<file path="src/rtl/mem_port_arbiter.sv">
// mem_port_arbiter
// Shares one memory port between requester A (instruction fetch) and
// requester B (data load/store). Each grant holds mem_en for MEM_LAT cycles,
// then pulses the winner's done and spends one RESP cycle before returning
// to IDLE. Ties resolve round-robin, or always to B when FIXED_PRI is set.
// Every output is a flop; the combinational block below only computes the
// next value of each one.
module mem_port_arbiter #(
    parameter int unsigned MEM_LAT   = 3,  // 1..15
    parameter int unsigned FIXED_PRI = 0   // 0: round-robin, 1: B wins ties
) (
    input  logic Clk,
    input  logic Rst,
    input  logic reqA,
    input  logic reqB,
    input  logic weB,
    output logic sel,
    output logic mem_en,
    output logic mem_we,
    output logic gntA,
    output logic gntB,
    output logic doneA,
    output logic doneB,
    output logic busy
);

    typedef enum logic [1:0] {
        IDLE   = 2'd0,
        ACCESS = 2'd1,
        RESP   = 2'd2
    } state_t;

    localparam logic [3:0] LAT_M1  = 4'(MEM_LAT - 1);
    localparam logic       B_FIXED = (FIXED_PRI != 0);

    state_t     state, state_n;
    logic [3:0] cnt, cnt_n;
    logic       last, last_n;       // 1 = B was granted most recently
    logic       win_b;
    logic       sel_n, mem_en_n, mem_we_n;
    logic       gnta_n, gntb_n, donea_n, doneb_n, busy_n;

    // Winner if arbitration happens this cycle: a lone requester always wins;
    // on a tie B wins when it has fixed priority or when A went last.
    always_comb begin
        win_b = reqB && (!reqA || B_FIXED || !last);
    end

    // Next state and next value of every registered output.
    always_comb begin
        state_n  = state;
        cnt_n    = cnt;
        last_n   = last;
        sel_n    = sel;
        mem_en_n = mem_en;
        mem_we_n = mem_we;
        gnta_n   = gntA;
        gntb_n   = gntB;
        donea_n  = 1'b0;
        doneb_n  = 1'b0;
        busy_n   = busy;

        case (state)
            IDLE: begin
                mem_en_n = 1'b0;
                mem_we_n = 1'b0;
                gnta_n   = 1'b0;
                gntb_n   = 1'b0;
                busy_n   = 1'b0;
                if (reqA || reqB) begin
                    sel_n    = win_b;
                    gnta_n   = !win_b;
                    gntb_n   = win_b;
                    mem_en_n = 1'b1;
                    mem_we_n = win_b && weB;
                    busy_n   = 1'b1;
                    cnt_n    = LAT_M1;
                    state_n  = ACCESS;
                end
            end

            ACCESS: begin
                if (cnt != '0) begin
                    cnt_n = cnt - 4'd1;
                end else begin
                    mem_en_n = 1'b0;
                    mem_we_n = 1'b0;
                    gnta_n   = 1'b0;
                    gntb_n   = 1'b0;
                    donea_n  = gntA;
                    doneb_n  = gntB;
                    last_n   = gntB;
                    state_n  = RESP;
                end
            end

            RESP: begin
                busy_n  = 1'b0;
                state_n = IDLE;
            end

            default: begin
                state_n = IDLE;
            end
        endcase
    end

    // State, counter, round-robin pointer and output registers; reset wins.
    always_ff @(posedge Clk) begin
        if (Rst) begin
            state  <= IDLE;
            cnt    <= '0;
            last   <= 1'b1;
            sel    <= 1'b0;
            mem_en <= 1'b0;
            mem_we <= 1'b0;
            gntA   <= 1'b0;
            gntB   <= 1'b0;
            doneA  <= 1'b0;
            doneB  <= 1'b0;
            busy   <= 1'b0;
        end else begin
            state  <= state_n;
            cnt    <= cnt_n;
            last   <= last_n;
            sel    <= sel_n;
            mem_en <= mem_en_n;
            mem_we <= mem_we_n;
            gntA   <= gnta_n;
            gntB   <= gntb_n;
            doneA  <= donea_n;
            doneB  <= doneb_n;
            busy   <= busy_n;
        end
    end

endmodule

</file>
<file path="config.mk">
export PLATFORM = sky130hd
export DESIGN_NAME = mem_port_arbiter
export DESIGN_NICKNAME = d
export VERILOG_FILES = /design/src/rtl/mem_port_arbiter.sv
export SDC_FILE = /design/constraint.sdc
export NUM_CORES = 1
export LEC_CHECK = 0
export ABC_AREA = 0
export CORE_AREA = 2 2 40 42
export DETAILED_ROUTE_END_ITERATION = 8
export DIE_AREA = 0 0 42 44
export PLACE_DENSITY = 0.71
export RECOVER_POWER = 25
export SLEW_MARGIN = 20
export SYNTH_ARGS = -nofsm -noshare
export SYNTH_HDL_FRONTEND = slang
export SYNTH_SLANG_ARGS = --single-unit
</file>
<file path="constraint.sdc">
create_clock -name Clk -period 1.7 [get_ports Clk]
set_input_delay 0.34 -clock Clk [delete_from_list [all_inputs] [get_ports Clk]]
set_output_delay 0.34 -clock Clk [all_outputs]
set_load 0.02 [all_outputs]
</file>
**Word-level counts from Yosys, hierarchy flattened**

Cells that the tools add are included.

- ROM bits: 0
- Output and inout bits: 8
- Bits in registers: 15
- Bits in writable memories: 0
- Bits in latches: 0
- Memories: 0

- Order comparisons: 0
- Bitwise logic cells: 2
- Add/sub/neg operators: 1
- Divide/modulo/power cells: 0
- Shift operators: 0
- Eq/ne operators: 5
- Multipliers: 0
- Mux-type cells: 16
- Reductions and logical operators: 17

Operators with widths:

| operator | count |
|---|---|
| 1-bit one-hot mux with 2 select lines | 5 |
| 4-bit two-way mux | 2 |
| 4-bit one-hot mux with 2 select lines | 1 |
| 2-bit AND reduction | 4 |
| 2-bit != test (second input constant) | 3 |
| 1-bit two-way mux | 5 |
| 2-bit two-way mux | 2 |
| 2-bit one-hot mux with 2 select lines | 1 |
| 2-bit nonzero test | 2 |
| 4-bit nonzero test | 1 |
| 4-bit by 1-bit subtractor with 4-bit output (second input constant) | 1 |
| 1-bit zero test | 3 |
| 3-bit AND reduction | 1 |
| 3-bit OR reduction | 1 |
| 2-bit by 1-bit equality test with 1-bit output (second input constant) | 1 |
| 2-bit equality test (second input constant) | 1 |
| 1-bit logical AND | 2 |
| 2-bit zero test | 1 |
| 1-bit logical OR | 2 |
| 1-bit NOT | 2 |

**Logic depth before layout (Yosys ltp)**

- Depth after elaboration: 6
- Mapped depth: 5
- Mapped depth without buffers: 5

**Least setup slack after synthesis**

Ideal clock, no wire load.

- Path type: reg2reg
- From: reg cnt[0]
- To: reg mem_we
- Stages on the path, launching flop included: 6
- Data required time: 1.583 ns
- Arrival time: 1.319 ns
- Path slack: 0.265 ns
- Cells stage by stage: dfxtp_1 inv_1 ha_1 or3b_4 a22o_1 a22o_1

- Word-level cells in the longest chain between the ends: 3

RTL lines:

| what | line | source |
|---|---|---|
| start, declared | 37 | `logic [3:0] cnt, cnt_n;` |
| start signal, assigned | 124 | `cnt <= cnt_n;` |
| 4-bit nonzero test | 83 | `if (cnt != '0) begin` |
| 2-bit != test (no source line) | n/a |  |
| 2-bit AND reduction (no source line) | n/a |  |
| end signal, assigned | 128 | `mem_we <= mem_we_n;` |
| end, declared | 19 | `output logic mem_we,` |

Every way passes these cells.
A chain may end at the register's enable or synchronous reset.

**Final worst setup path**

- From: reg gntB
- To: out gntB

RTL lines:

| what | line | source |
|---|---|---|
| start, declared | 21 | `output logic gntB,` |
| start signal, assigned | 130 | `gntB <= gntb_n;` |

No word-level cell between the ends.

==> qor.yml <==
outcome:
  status: "complete, no violations"
global_route:
  grt_pass1_vias: 488
  grt_max_degree: 9
  track_usage: 0.149
  antenna_found_initial: 0
  grt.overflow.total: 0
  grt_pass1_wl_um: 2040
critical_path:
  critical_path_class: "reg2out"
  worstRegToRegCells: 5
  cp-end-kind: "output port"
  required_ns: 1.36
  crit_family: "buffers and inverters"
  cp.arrival_ns: 1.30
  critPathBufInv: 1
  worst-r2r-setup-slack_ns: 0.17
  cp_slowest_cell: "clkdlybuf4s50_1"
  reg2reg_to: "mem_we"
  crit_chain: "clkdlybuf4s50_1"
  slowest_delay_ns: 0.63
  cp_max_fo: 4
  crit-reg2reg-launch: "cnt[0]"
  worst_setup_path_start_kind: "flip-flop"
run:
  cap_violations: 0
logic_synthesis:
  syn_inst: 63
  synth_area_per_cell_um2: 9.79
  yosysTopAreaCell: "dfxtp_1"
  synth.area.top_cells: "dfxtp_1 (49%), a21oi_1 (4.1%), ha_1 (4.1%)"
  netlist_area_um2: 617
  ys_warn_count: 0
  synth_ff_type: "dfxtp_1"
  netlist.area_leader.share: 0.487
  yosys_register_bits: 15
  seq_area_frac_synth: 0.487
  async_reset_ff_frac: 0
  syn_nets: 70
  synth_edf_count: 0
  synth_cell_type_count: 26
timing:
  setup_violations: 0
  fin_setup_tns_ns: 0
  drv_slew: 0
  grt_setup_unrepaired: "no"
  max_slew.worst_pin.slew_ns: 0.464
  fin_skew_ns: 0.00393
  period_share: 0.965
  slew_headroom: 0.687
  fmax_mhz: 610
  fin_hold_ws_ns: 0.471
  finalHoldViolations: 0
  min_period_ns: 1.64
clock_tree:
  cts_max_path_buffers: 2
  cts_max_level: 1
  cts_setup_buffers: 0
  cts_sinks: 15
  cts_resized: 0
  cts-buffers-inserted: 3
  cts.clk_slew.worst_paths_ns: 0.08
  root_buffer: "clkbuf_4"
  hold_buffers: 0
  clock_latency_ns: 0.28
  cts_tree: "yes"
finish:
  area_delta_synth_final_pct: 26.2
  layout_common_cells: "dfxtp_1 (15), clkdlybuf4s50_1 (12), o21ai_0 (5), a21oi_1 (5), inv_1 (4)"
  layout.nets: 87
  drive_gt1_frac: 0.0886
  n_antenna_cell: 0
  mostFrequentLayoutCell: "dfxtp_1"
  final_area_um2: 778
place:
  gp_congestion: 0.772
  dp_hpwl_um: 840
  dpl_cell_area_um2: 761
  port_buffers: 12
floorplan:
  die_w_um: 42
  coreArea_um2: 1420
  top_level_ports: 13
  die_h_um: 44
  rows: 14
  die_area_um2: 1850
  start_util: 0.435
hold_path:
  hp-class: "reg2reg"
  whs_path_depth: 1
  min-delay-start: "mem_en"
  hold_end: "mem_en"
route:
  remaining_drc_errors: 0
  drtAntennaViolNets: 0
  first_pass_iters: 4
  drt-total-wl_um: 1130
  vias_per_cell: 5.26
  num_vias: 500
  routedWlPerCell_um: 11.8
  drtIter0Drc: 11
power_and_ir_drop:
  power.leakage_nw: 0.315
  peakVddDrop_mv: 0.675
  power_density_nw_per_um2: 1010
kinds of logic after synthesis:
logic type	synth area share
simple gates	0.251
compound gates	0.191
flops	0.487
buf+inv	0.0304
fa+ha+maj	0.0406
synth_stat cells (2+ instances only):
library cell	n
dfxtp_1	15
a21oi_1	5
o21ai_0	5
inv_1	4
nand2_1	3
nand3_1	3
a21o_1	2
a22o_1	2
and2_1	2
and3_1	2
ha_1	2
nor2b_1	2
or2_1	2
or4_1	2
layout make-up:
| type | instances | area, um2 |
|---|---|---|
| fillers | 136 | 641 |
| clock buffers | 4 | 26.3 |
| flip-flops and latches | 15 | 300 |
| inverters | 4 | 15.0 |
| repair buffers | 13 | 128 |
| well taps | 16 | 20.0 |
| multi-input cells | 43 | 289 |
how the worst max path moves through the flow:
stage	to	slack, ns	startpoint	cells after the start
2_1_floorplan	mem_we	0.26	cnt[0]	5
3_3_place_gp	mem_we	0.09	Rst	4
3_5_place_dp	mem_we	0.06	Rst	4
4_1_cts	gntB	0.05	gntB	1
5_1_grt	gntB	0.02	gntB	1
6_report	gntB	0.06	gntB	1
through the flow:
stage / util / worst slack [ns] / cells / power (mW)
after floorplan: - / 0.265 / 63 / 0.533
after CTS: 0.555 / 0.0530 / 95 / 0.795
after global routing: 0.549 / 0.0172 / 95 / 0.835
after global placement: 0.536 / 0.0898 / 91 / 0.600
final: 0.549 / 0.0601 / 95 / 0.787
after detailed placement: 0.536 / 0.0624 / 91 / 0.599
report_power, final:
part	switching (mW)	internal [mW]	total, mW
sequential	0.0232	0.382	0.406
clock	0.111	0.0910	0.202
combinational	0.0928	0.0869	0.180
registers in the layout (all words and copies together) (netlist names):
signal and count:
busy 1, cnt 4, doneA 1, doneB 1, gntA 1, gntB 1, last 1, mem_en 1
mem_we 1, sel 1, state 2
worst register-to-register path, cell delays in order, from the launching register on:
cell     delay, ns
dfxtp_1       0.32
inv_1         0.09
ha_1          0.16
or3b_4        0.42
a22o_1        0.25
a22o_1        0.19
layer usage:
layer / GRT usage / share of wire
met5: 0 / 0
met4: 0.0581 / 0.0089
met3: 0.0542 / 0.028
met2: 0.238 / 0.49
met1: 0.183 / 0.47
(Power assumes the default switching activity.)
